[src/rtl/btle_pkg.sv]
// Shared BLE TX definitions: CRC24 polynomial, header lengths, frame states
// and the one-bit CRC24 LFSR step.
package btle_pkg;

  localparam int unsigned CRC_W              = 24;
  localparam int unsigned APP_CNT_W          = 5;
  localparam logic [23:0] CRC24_TAPS         = 24'h00065B;
  localparam int unsigned BLE_HEADER_BITS_1M = 40;
  localparam int unsigned BLE_HEADER_BITS_2M = 48;
  localparam logic [23:0] CRC_INIT_ADV       = 24'h555555;

  typedef enum logic [1:0] {
    IDLE   = 2'd0,
    HEADER = 2'd1,
    PDU    = 2'd2,
    APPEND = 2'd3
  } crc_state_e;

  // r[0] takes the feedback; tapped positions above bit 0 xor it in.
  function automatic logic [23:0] crc24_step(input logic [23:0] r, input logic d);
    logic fb;
    fb = r[23] ^ d;
    crc24_step = {r[22:0], fb} ^ ({24{fb}} & {CRC24_TAPS[23:1], 1'b0});
  endfunction

endpackage

[src/rtl/crc24_lfsr_core.sv]
// 24-bit CRC LFSR with load (highest priority), per-bit update and
// MSB-first shift-out.
module crc24_lfsr_core
  import btle_pkg::*;
(
  input  logic             clk,
  input  logic             rst,
  input  logic             load_i,
  input  logic [CRC_W-1:0] init_i,
  input  logic             upd_i,
  input  logic             bit_i,
  input  logic             shift_i,
  output logic             msb_o
);

  logic [CRC_W-1:0] r_q, r_d;

  always_comb begin
    r_d = r_q;
    if (load_i) begin
      r_d = init_i;
    end else if (upd_i) begin
      r_d = crc24_step(r_q, bit_i);
    end else if (shift_i) begin
      r_d = {r_q[CRC_W-2:0], 1'b0};
    end
  end

  always_ff @(posedge clk or posedge rst) begin
    if (rst) begin
      r_q <= '0;
    end else begin
      r_q <= r_d;
    end
  end

  assign msb_o = r_q[CRC_W-1];

endmodule

[src/rtl/crc24_append.sv]
// BLE TX bit-serial CRC24 appender: passes header and PDU bits through with
// one cycle of latency, then emits the 24 CRC bits MSB-first with last on the final one.
module crc24_append
  import btle_pkg::*;
#(
  parameter int unsigned HEADER_BITS = BLE_HEADER_BITS_1M,
  parameter int unsigned COUNT_WIDTH = 12
) (
  input  logic             clk,
  input  logic             rst,
  input  logic [CRC_W-1:0] crc_state_init_bit,
  input  logic             crc_state_init_load,
  input  logic             data_in,
  input  logic             data_in_valid,
  input  logic             data_in_valid_last,
  output logic             data_in_ready,
  output logic             data_out,
  output logic             data_out_valid,
  output logic             data_out_valid_last
);

  crc_state_e             state_q, state_d;
  logic [COUNT_WIDTH-1:0] cnt_q, cnt_d;
  logic [APP_CNT_W-1:0]   app_q, app_d;
  logic                   dout_q, dout_d;
  logic                   vld_q, vld_d;
  logic                   last_q, last_d;
  logic                   accept;
  logic                   in_pdu;
  logic                   hdr_done;
  logic                   lfsr_upd;
  logic                   lfsr_shift;
  logic                   crc_msb;

  assign data_in_ready = (state_q != APPEND);
  assign accept        = data_in_valid & data_in_ready;
  assign in_pdu        = (cnt_q >= COUNT_WIDTH'(HEADER_BITS));
  assign hdr_done      = ((cnt_q + COUNT_WIDTH'(1)) >= COUNT_WIDTH'(HEADER_BITS));

  crc24_lfsr_core u_lfsr (
    .clk     (clk),
    .rst     (rst),
    .load_i  (crc_state_init_load),
    .init_i  (crc_state_init_bit),
    .upd_i   (lfsr_upd),
    .bit_i   (data_in),
    .shift_i (lfsr_shift),
    .msb_o   (crc_msb)
  );

  // APPEND stays one cycle past the final CRC bit so ready returns after it is visible.
  always_comb begin
    state_d    = state_q;
    cnt_d      = cnt_q;
    app_d      = app_q;
    dout_d     = 1'b0;
    vld_d      = 1'b0;
    last_d     = 1'b0;
    lfsr_upd   = 1'b0;
    lfsr_shift = 1'b0;
    case (state_q)
      IDLE, HEADER, PDU: begin
        if (accept) begin
          cnt_d    = cnt_q + COUNT_WIDTH'(1);
          dout_d   = data_in;
          vld_d    = 1'b1;
          lfsr_upd = in_pdu;
          if (data_in_valid_last) begin
            state_d = APPEND;
          end else if (hdr_done) begin
            state_d = PDU;
          end else begin
            state_d = HEADER;
          end
        end
      end
      APPEND: begin
        if (last_q) begin
          state_d = IDLE;
          cnt_d   = '0;
          app_d   = '0;
        end else begin
          lfsr_shift = 1'b1;
          dout_d     = crc_msb;
          vld_d      = 1'b1;
          last_d     = (app_q == APP_CNT_W'(CRC_W - 1));
          app_d      = app_q + APP_CNT_W'(1);
        end
      end
      default: begin
        state_d = IDLE;
      end
    endcase
  end

  always_ff @(posedge clk or posedge rst) begin
    if (rst) begin
      state_q <= IDLE;
      cnt_q   <= '0;
      app_q   <= '0;
      dout_q  <= 1'b0;
      vld_q   <= 1'b0;
      last_q  <= 1'b0;
    end else begin
      state_q <= state_d;
      cnt_q   <= cnt_d;
      app_q   <= app_d;
      dout_q  <= dout_d;
      vld_q   <= vld_d;
      last_q  <= last_d;
    end
  end

  assign data_out            = dout_q;
  assign data_out_valid      = vld_q;
  assign data_out_valid_last = last_q;

endmodule

[config.mk]
export PLATFORM = sky130hd
export DESIGN_NAME = crc24_append
export DESIGN_NICKNAME = d
export VERILOG_FILES = /design/src/rtl/btle_pkg.sv /design/src/rtl/crc24_lfsr_core.sv /design/src/rtl/crc24_append.sv
export SDC_FILE = /design/constraint.sdc
export NUM_CORES = 1
export LEC_CHECK = 0
export BUFFER_PORTS_ARGS = -buffer_cell sky130_fd_sc_hd__buf_4
export CORE_MARGIN = 1
export CORE_UTILIZATION = 45
export DETAILED_ROUTE_END_ITERATION = 8
export GPL_TIMING_DRIVEN = 0
export HOLD_SLACK_MARGIN = 0.1
export SLEW_MARGIN = 20
export SYNTH_ARGS = -nofsm -noshare
export SYNTH_HDL_FRONTEND = slang
export SYNTH_SLANG_ARGS = --single-unit
[constraint.sdc]
create_clock -name clk -period 4.7 [get_ports clk]
set_input_delay 0.235 -clock clk [delete_from_list [all_inputs] [get_ports clk]]
set_output_delay 0.235 -clock clk [all_outputs]
set_load 0.02 [all_outputs]
# Word-level counts from Yosys, hierarchy flattened
# Index checks and enable logic that the tools add are counted.
# word_totals
in_bits	30
output_inout_bits	4
reg_bits	46
word_cells	48
# classes
reduce_logical	4
n_addsub	2
bitwise	3
order_cmp	2
n_eq_ne	7
n_mux	23
# ops
operator	n
2-to-1 mux 24 bit	3
greater-or-equal comparator 12 x 6 -> 1 bit, second input constant	2
2-to-1 mux 12 bit	2
one-hot mux 12 bit (2 select lines)	1
XOR 24 x 11 -> 24 bit	1
adder 12 x 1 -> 12 bit, second input constant	1
2-to-1 mux 1 bit	9
2-to-1 mux 2 bit	4
inequality test 2 bit, second input constant	3
adder 5 x 1 -> 5 bit, second input constant	1
equality test 5 bit, second input constant	1
2-to-1 mux 5 bit	1
equality test 2 bit, second input constant	2
one-hot mux 1 bit (2 select lines)	2
one-hot mux 2 bit (2 select lines)	1
nonzero test 3 bit	1
OR reduction 3 bit	1
equality test 2 x 1 -> 1 bit, second input constant	1
logical NOT 2 bit	1
AND reduction 2 bit	1
AND 1 bit	1
XOR 1 bit	1

# Longest topological paths before layout
# Gate-level depths: netlist of the first run.
# logic_depth
depth_word	6
ltp_mapped	7

# Modules after synthesis
# Synthesis of the first run repeated with hierarchy kept, for this count alone.
# hier_totals
hier_cells	269
area_unflattened_um2	2522.4
# modules_own_cells
mod	area_each_um2	cells_each	n_inst	seq_area_each_um2
crc24_append	1278.7	141	1	550.5
crc24_lfsr_core	1243.7	128	1	600.6

# Worst setup path before layout of the first run
# No wires, ideal clock.
# synth_path
kind	register -> register
from	reg cnt_q[0]
to	reg state_q[0]
setup_time_ps	139
n_path_buf	0
path_stages_with_launch	7
arrival_time_ps	1480
slack_ps	3081
required_time_ps	4561
cell_sequence	dfrtp_1 ha_1 or3b_2 o22ai_1 a32oi_1 o2111ai_1 o32ai_1
# synth_between
elab_chain_len	6
# synth_rtl
item	line	source
start: declaration	crc24_append.sv:23	logic [COUNT_WIDTH-1:0] cnt_q, cnt_d;
start signal: assignment	crc24_append.sv:106	cnt_q <= cnt_d;
adder 12 x 1 -> 12 bit	crc24_append.sv:38	assign hdr_done = ((cnt_q + COUNT_WIDTH'(1)) >= COUNT_WIDTH'(HEADER_BITS));
greater-or-equal comparator 12 x 6 -> 1 bit	crc24_append.sv:38	
2-to-1 mux 2 bit	crc24_append.sv:70	end else if (hdr_done) begin
2-to-1 mux 2 bit	crc24_append.sv:68	if (data_in_valid_last) begin
2-to-1 mux 2 bit	crc24_append.sv:63	if (accept) begin
one-hot mux 2 bit (2 select lines)	crc24_append.sv:61	case (state_q)
end signal: assignment	crc24_append.sv:105	state_q <= state_d;
end: declaration	crc24_append.sv:22	crc_state_e state_q, state_d;
# Every way passes these cells. The select of a mux whose other input is x is not followed.
# A chain may end at the register's enable or synchronous reset.

# Worst setup path after layout of the first run
# Ends and elaborated chain as after synthesis.

==> reports/qor.yml, run 1 <==
status: "completed"
num_rows: 26
grt_max_degree: 25
worst_slew_margin_rel_pct: 49.4
place_inst: 357
synthMostInstantiatedCell: "dfrtp_1"
place_area_sq_mm: 0.00283
clockBufferDepth: 2
synth-edff-count: 0
synthFlopType: "dfrtp_1"
synth_area_sq_mm: 0.00248
post_cts_resized: 0
core_region_area_sq_mm: 0.00520
io_pins: 34
cts_made_buffers: 5
cts_root_buf: "clkbuf_8"
cp-end-kind: "flop"
stdcell_area_sq_mm: 0.00292
start_util_pct: 47.7
synthCells: 254
drv_cap: 0
postRouteWirelength_microns: 5040
yosys_warnings: 0
slew_viol_final: 0
start_kind: "flop"
cts.sinks: 46
cts_setup_buffers: 0
final-setup-viol-count: 0
hold_viol: 0
yosys-top-cells-count: "dfrtp_1 (46), nand2_1 (32), o21ai_0 (24)"
clk_latency_ps: 300
ff2ff_setup_slack_ps: 2850
yosysSeqAreaShare_pct: 46.3
period_minus_slack_ps: 1850
hpwlAfterDp_microns: 3570
slowest_delay_ps: 450
ys_top_cells_by_area: "dfrtp_1 (46%), mux2i_1 (6.8%), o21ai_0 (4.8%)"
antenna_found_initial: 0
area_growth_pct: 17.6
yosysTopAreaCell: "dfrtp_1"
ir_drop_uv: 311
dieWidth_microns: 76.3
power_uw: 1370
die_area_sq_mm: 0.00582
cts_hold_buf: 1
vias: 1918
timing.fmax_mhz: 539
fp.dieH_microns: 76.3
viasPerCell: 5.25
grt_usage_pct: 19.2
grt_pass1_wl_microns: 8760
synth_top_area_share_pct: 46.3
stdcell_count: 365
postSynthAreaPerCell_sq_um: 9.78
synthArstFlopShare_pct: 100
dp_slack_ps: 2860
fin_skew_ps: 5.79
grt_pass1_vias: 1828
grt_overflow: 0
dr.first_iter.drc_count: 105
num_antenna_cells: 0
post-route-period-util_pct: 39.5
portBuffers: 32
drtPass1Iterations: 4
hold_path.class: "in2reg"
cp.arrival_ps: 2010
gp_congestion: 0.731
powerDensity_mw_per_mm2: 469
synth_cell_types: 42
worstSetupPathType: "reg2reg"
ant_nets: 0
tightest_slew_ps: 760
drc_errors: 0
p_leak_uw: 0.00127
setup_slack_ps: 2850
wire_per_inst_microns: 13.8
synth-seq-cells: 46
crit_path_max_fanout: 7
cp_cell_sequence: "ha_1 > or3b_2 > o22ai_1 > a32oi_1 > o2111ai_1 > o32ai_1"
fin_tns_setup_ps: 0
syn_nets: 287
layout-drive-gt1-share_pct: 23.1
path_clk_slew_ps: 80
rsz0062_at_grt: "false"
tritoncts: "yes"
cts_max_level: 2
worstPathRequired_ps: 4860
slowest_stage: "dfrtp_1"
final_net_count: 328
## kinds of logic after synthesis
family | after synthesis | share of synthesized area (%)
compound gates | 75 | 18.9
xor+xnor | 10 | 3.52
fa+ha+maj | 3 | 1.51
buf+inv | 21 | 5.64
flops | 46 | 46.3
mux | 19 | 7.75
simple gates | 80 | 16.4
## critical path: cells and delay by family (launching register included)
kind	cells	cell delay (ps)
fa+ha+maj	1	280
compound gates	4	530
flops	1	450
simple gates	1	450
## path summary, 6_finish.rpt
kind / to / depth (start not counted) / from
min in group asynchronous: app_q[1] / 3 / rst
min: data_out / 2 / data_in
max reg2reg: state_q[0] / 6 / cnt_q[0]
max in group asynchronous: cnt_q[0] / 4 / rst
min reg2reg: u_lfsr.r_q[21] / 2 / u_lfsr.r_q[21]
max: state_q[0] / 6 / cnt_q[0]
## per-layer routing
| metal | routed length, microns | vias up | GRT usage, % |
|---|---|---|---|
| met5 | 0 | - | 0 |
| met4 | 68 | 0 | 6.35 |
| met3 | 191 | 5 | 3.95 |
| met2 | 2160 | 31 | 27.7 |
| met1 | 2620 | 888 | 28.5 |
| li1 | - | 994 | - |
## cell type report
class,count,area [sq um]
Fill cell,471,2280
Multi-Input combinational cell,187,1190
Sequential cell,46,1150
Timing Repair Buffer,34,270
Buffer,16,121
Tap cell,70,87.6
Clock buffer,6,72.6
Inverter,5,18.8
Clock inverter,1,7.51
## cells in the final DEF, fill, tap and decap left out, drive strengths merged, types with 5 or more instances in the layout
master  count
nand3       8
nor2       11
dfrtp      46
nor3       11
xnor2       8
nand2      32
buf        46
mux2i      17
o21ai      42
clkbuf      9
o22ai       7
inv         5
a21oi      10
and3        5
## sequential cells by signal, indices dropped and copies added (netlist names)
name                 cells
app_q                    5
cnt_q                   12
data_out                 1
data_out_valid           1
data_out_valid_last      1
state_q                  2
u_lfsr.r_q              24
## power by group
part           leakage (uW)  switching [uW]  internal [uW]
sequential         0.000561             102            533
clock             0.0000373             128            102
combinational      0.000673             276            227
total               0.00127             506            863
## metrics by stage
stage / utilization (%) / hold slack (ps)
floorplan: - / 375
global placement: 54.0 / 462
detailed placement: 54.4 / 311
CTS: 56.2 / 186
global route: 56.2 / 189
finish: 56.2 / 193
Note: power is estimated with default switching activity, not from simulation.
==> run 2, diff against run 1 <==
PLACE_DENSITY = 0.67   (was unset)
clock period = 1.6 ns   (was 4.7 ns; I/O delays follow)
==> reports/qor.yml, run 2 (synthesized netlist as in run 1, its figures left out) <==
status: "complete, but fails checks"
violations: "negative setup slack"
io_pins: 34  # unchanged
worstPathRequired_ps: 1820  # -3040 ps
hold_path.class: "in2reg"
power_uw: 4860  # +260%
hold_path_end: "u_lfsr.r_q[0]"
worstSetupPathType: "reg2reg"
slowest_delay_ps: 390  # -60 ps
final_common_cell: "buf_4"
setup_slack_ps: -84.7  # -2930 ps
cts_made_buffers: 5  # unchanged
final-setup-viol-count: 21  # +21
dieWidth_microns: 76.3  # unchanged
layout_common_cells: "buf_4 (51), dfrtp_1 (42), nand2_1 (25), dlygate4sd3_1 (25), o21ai_0 (24)"
cp.arrival_ps: 1910  # -100 ps
worst_slew_margin_rel_pct: 51.1  # +1.8 points
largest_reg_flops: 24  # unchanged
grt_pass1_wl_microns: 10400  # +19%
ir_drop_uv: 893  # +190%
n_fill_cell: 384  # -18%
postRouteWirelength_microns: 6380  # +27%
hold_viol: 0  # unchanged
final_net_count: 375  # +14%
gp_congestion: 0.828  # +13%
start_util_pct: 47.7  # unchanged
gr-usage-met2_pct: 36.7  # +8.9 points
antenna_found_initial: 0  # unchanged
hpwlAfterDp_microns: 3630  # +1.7%
cts_max_level: 2  # unchanged
powerDensity_mw_per_mm2: 1350  # +190%
period_minus_slack_ps: 1680  # -170 ps
num_antenna_cells: 0  # unchanged
r2r_end: "u_lfsr.r_q[19]"
cp_cell_sequence: "buf_6 > nor3_4 > nand3_2 > a211oi_4 > buf_6 > buf_12 > buf_8 > nand2_2 > o21ai_2"
clk_latency_ps: 300  # about the same
vias: 2241  # +17%
cp-end-kind: "flop"
die_area_sq_mm: 0.00582  # unchanged
crit_path_frequent_cell: "buf_6"
slowest_stage: "dfrtp_1"
layout-drive-gt1-share_pct: 37.9  # +15 points
drtPass1Iterations: 4  # unchanged
wire_per_inst_microns: 15.5  # +12%
drv_cap: 0  # unchanged
fin_skew_ps: 7.01  # +1.22 ps
grt_max_degree: 33  # +32%
met3_usage_pct: 2.63  # -1.3 points
fin_tns_setup_ps: -880  # -880 ps
tightest_slew_ps: 733  # -26.9 ps
area_growth_pct: 44.8
cts_root_buf: "clkbuf_8"
path_clk_slew_ps: 90  # about the same
fp.dieH_microns: 76.3  # unchanged
ant_nets: 0  # unchanged
core_region_area_sq_mm: 0.00520  # unchanged
clockBufferDepth: 2  # unchanged
top_usage_layer: "met2"
num_rows: 26  # unchanged
rsz0062_at_grt: "true"
cts.sinks: 46  # unchanged
crit_family: "buffers and inverters"
met1_usage_pct: 31.5  # +3.0 points
dr.first_iter.drc_count: 140  # +33%
grt_overflow: 0  # unchanged
grt_pass1_vias: 2205  # +21%
ff2ff_path_depth: 9  # +3
r2r-start: "cnt_q[9]"
holdPathStages: 3  # +1
top_register: "u_lfsr.r_q"
cp.depth: 9  # +3
drc_errors: 0  # unchanged
top_regs: "u_lfsr.r_q x24, cnt_q x12, app_q x5"
timing.fmax_mhz: 594  # +10%
grt_usage_pct: 22.4  # +3.2 points
start_kind: "flop"
worstHoldStart: "crc_state_init_bit[0]"
crit_path_max_fanout: 7  # unchanged
final_util_pct: 69.1  # +13 points
stdcell_area_sq_mm: 0.00360  # +23%
tritoncts: "yes"
p_leak_uw: 0.00158  # +24%
portBuffers: 32  # unchanged
slew_viol_final: 0  # unchanged
post-route-period-util_pct: 105  # +66 points
critical_path_buf_inv_count: 4  # +4
dp_slack_ps: -199  # -3060 ps
viasPerCell: 5.43  # +3.3%
ff2ff_setup_slack_ps: -80  # -2930 ps
place_area_sq_mm: 0.00284  # about the same
run 2: changes by cell type in the layout (fill, tap and decap cells not counted), sizes merged:
cell and change:
buf +22, bufinv +1, clkinv +1, clkinvlp -1
dlygate4sd3 +24, inv +1
run 2: worst max-delay path by stage:
stage / to / startpoint / slack (ps)
CTS: u_lfsr.r_q[19] / cnt_q[8] / -100
detailed placement: state_q[0] / cnt_q[0] / -200
finish: u_lfsr.r_q[19] / cnt_q[9] / -80
global route: u_lfsr.r_q[21] / cnt_q[9] / -160
global placement: cnt_q[7] / rst / -230
floorplan: state_q[0] / cnt_q[0] / 20
run 2: stage by stage:
step,cells,hold slack (ps)
6_report,413,131
3_5_place_dp,357,72.5
3_3_place_gp,356,334
2_1_floorplan,254,220
5_1_grt,413,126
4_1_cts,403,119
run 2: cell type report:
class	count	area [sq um]	area share [%]
clock buffer	5	68.8	1.91
timing repair buffer	82	738	20.5
sequential	46	1160	32.1
multi-input combinational	187	1350	37.6
clock inverter	3	43.8	1.22
buffer	15	131	3.65
inverter	5	18.8	0.522
tap	70	87.6	2.43
run 2: power by group:
group,switching [uW],internal (uW)
clock network,421,469
registers,324,1570
logic,1040,1040
run 2: repair_timing:
action,4_1_cts,5_1_grt
gates cloned,2,0
hold buffers,25,0
setup endpoints to repair,36,33
pin swaps,15,19
gates resized for setup,27,25
buffers inserted,12,10
hold endpoints to repair,70,0
run 2: worst register-to-register path: stages, from the launching register on:
cell and delay, ps:
dfrtp_1 390, buf_6 140, nor3_4 180, nand3_2 140, a211oi_4 240, buf_6 190, buf_12 120, buf_8 110
nand2_2 60, o21ai_2 60
run 2: layer usage:
| layer | wire length, microns | share of wire (%) |
|---|---|---|
| met1 | 3030 | 47 |
| met2 | 3140 | 49 |
| met3 | 169 | 2.6 |
| met4 | 44 | 0.69 |
| met5 | 0 | 0 |
==> run 3, diff against run 2 <==
PLACE_DENSITY = unset   (was 0.67)
clock period = 1.58 ns   (was 1.6 ns; I/O delays follow)
==> reports/qor.yml, run 3 (synthesized netlist as in run 1, its figures left out) <==
dp_slack_ps: -221  # -22.2 ps
layout_common_cells: "buf_4 (51), dfrtp_1 (39), dlygate4sd3_1 (26)"
pwr-share-seq_pct: 39.9  # +0.9 points
timing.hold.ws_ps: 182  # +50.8 ps
tightest_slew_ps: 769  # +36.5 ps
io_pins: 34  # unchanged
start_util_pct: 47.7  # unchanged
core_region_area_sq_mm: 0.00520  # unchanged
grt_max_degree: 34  # +3.0%
die_area_sq_mm: 0.00582  # unchanged
status: "complete, but fails checks"
wire_per_inst_microns: 15.3  # -1.2%
viasPerCell: 5.33  # -1.8%
critical_path_buf_inv_count: 1  # -3
area_growth_pct: 48.8
timing.fmax_mhz: 608  # +2.5%
cts_root_buf: "clkbuf_8"
top_register: "u_lfsr.r_q"
stdcell_area_sq_mm: 0.00370  # +2.8%
clockBufferDepth: 2  # unchanged
start_kind: "flop"
cts_max_level: 2  # unchanged
hold_path_end: "cnt_q[4]"
drtPass1Iterations: 4  # unchanged
cts.sinks: 46  # unchanged
tritoncts: "yes"
grt_pass1_vias: 2173  # -1.5%
worstSetupPathType: "reg2reg"
comb_power_share_pct: 44.3  # +1.6 points
num_rows: 26  # unchanged
worst_slew_margin_rel_pct: 48.7  # -2.4 points
cp.arrival_ps: 1830  # -80 ps
crit_path_max_fanout: 6  # -1
postRouteWirelength_microns: 6340  # -0.72%
hpwlAfterDp_microns: 3770  # +3.8%
cp.depth: 6  # -3
cts_made_buffers: 5  # unchanged
final_net_count: 377  # +0.53%
holdPathStages: 4  # +1
setup_slack_ps: -64.1  # +20.6 ps
drc_errors: 0  # unchanged
violations: "negative setup slack"
fin_skew_ps: 14.3  # +7.33 ps
r2r_end: "u_lfsr.r_q[6]"
antenna_found_initial: 0  # unchanged
gp_congestion: 0.749  # -9.5%
r2r-start: "cnt_q[10]"
slowest_stage: "dfrtp_2"
final-setup-viol-count: 23  # +9.5%
cp_cell_sequence: "nor3_4 > nand3_2 > buf_6 > a211o_4 > o22ai_2 > a21oi_1"
dieWidth_microns: 76.3  # unchanged
place_area_sq_mm: 0.00284  # unchanged
path_clk_slew_ps: 100  # about the same
slowest_delay_ps: 460  # +70 ps
place_inst: 357  # unchanged
num_antenna_cells: 0  # unchanged
crit_family: "compound AO/OA/AOI/OAI gates"
ir_drop_uv: 799  # -11%
powerDensity_mw_per_mm2: 1310  # -2.7%
top_regs: "u_lfsr.r_q x24, cnt_q x12, app_q x5"
vias: 2212  # -1.3%
grt_usage_pct: 22.1  # -0.25 points
largest_reg_flops: 24  # unchanged
post-route-period-util_pct: 104  # -1.2 points
rsz0062_at_grt: "true"
hold_path.class: "in2reg"
clk_latency_ps: 300  # about the same
swShare_pct: 37.5  # +0.92 points
drv_cap: 0  # unchanged
worstPathRequired_ps: 1760  # -60 ps
cp-end-kind: "flop"
ant_nets: 0  # unchanged
fin_tns_setup_ps: -546  # +334 ps
grt_overflow: 0  # unchanged
internal-power_uw: 3040  # -1.5%
p_clk_share_pct: 15.8  # -2.5 points
p_leak_uw: 0.00162  # +2.7%
worstHoldStart: "data_in_valid"
hold_viol: 0  # unchanged
slew_viol_final: 0  # unchanged
layout-drive-gt1-share_pct: 41.7  # +3.8 points
portBuffers: 32  # unchanged
dr.first_iter.drc_count: 105  # -25%
ff2ff_path_depth: 6  # -3
final_common_cell: "buf_4"
grt_pass1_wl_microns: 10200  # -1.7%
stdcell_count: 415  # +0.48%
switching_power_uw: 1820  # +2.5%
period_minus_slack_ps: 1640  # -40.6 ps
fp.dieH_microns: 76.3  # unchanged
ff2ff_setup_slack_ps: -60  # +20 ps
-- run 3: how the worst max path moves through the flow --
| stage | start | endpoint | slack, ps |
|---|---|---|---|
| global placement | rst | cnt_q[0] | -300 |
| detailed placement | cnt_q[0] | cnt_q[10] | -220 |
| global route | cnt_q[1] | state_q[1] | -110 |
| floorplan | cnt_q[0] | state_q[0] | -0.3 |
| finish | cnt_q[10] | u_lfsr.r_q[6] | -60 |
| CTS | cnt_q[7] | state_q[1] | -50 |
-- run 3: final cells by class --
type                    count  area, sq um
plain buffers              13          121
clock buffers               6         82.6
clock inverters             2         12.5
fillers                   390         1510
inverters                   5         18.8
multi-input cells         187         1420
flip-flops and latches     46         1160
well taps                  70         87.6
repair buffers             86          800
-- run 3: what timing repair did --
item                       4_1_cts  5_1_grt
cloned                           1        1
hold buffers                    26        0
hold endpoints to repair        71        0
gates resized for setup         42       32
pin swaps                       29       14
setup buffers                   18        8
setup endpoints to repair       36       35
-- run 3: metrics by stage --
step	util, %	total power (uW)
3_5_place_dp	54.5	3440
6_report	71.1	4860
5_1_grt	71.1	5180
3_3_place_gp	54.1	3400
4_1_cts	67.7	4630
2_1_floorplan	-	2980
-- run 3: worst reg2reg max path, cell delays in order, from the launching register on --
cell and delay [ps]:
dfrtp_2 460, nor3_4 230, nand3_2 140, buf_6 150
a211o_4 370, o22ai_2 120, a21oi_1 60
-- run 3: routing by layer --
metal / global-route usage, % / share of wire [%] / vias to the layer above / routed length (microns)
met4: 6.92 / 0.81 / 0 / 51
met5: 0 / 0 / - / 0
li1: - / - / 1092 / -
met1: 30.2 / 47 / 1058 / 2970
met2: 35.5 / 49 / 56 / 3080
met3: 4.31 / 3.6 / 6 / 228
-- run 3: power groups by stage --
stage | combinational (uW) | sequential (uW) | clock, uW
global placement | 1490 | 1910 | 0
floorplan | 1110 | 1870 | 0
finish | 2150 | 1940 | 767
CTS | 1940 | 1890 | 797
detailed placement | 1520 | 1920 | 0
global route | 2360 | 1990 | 843
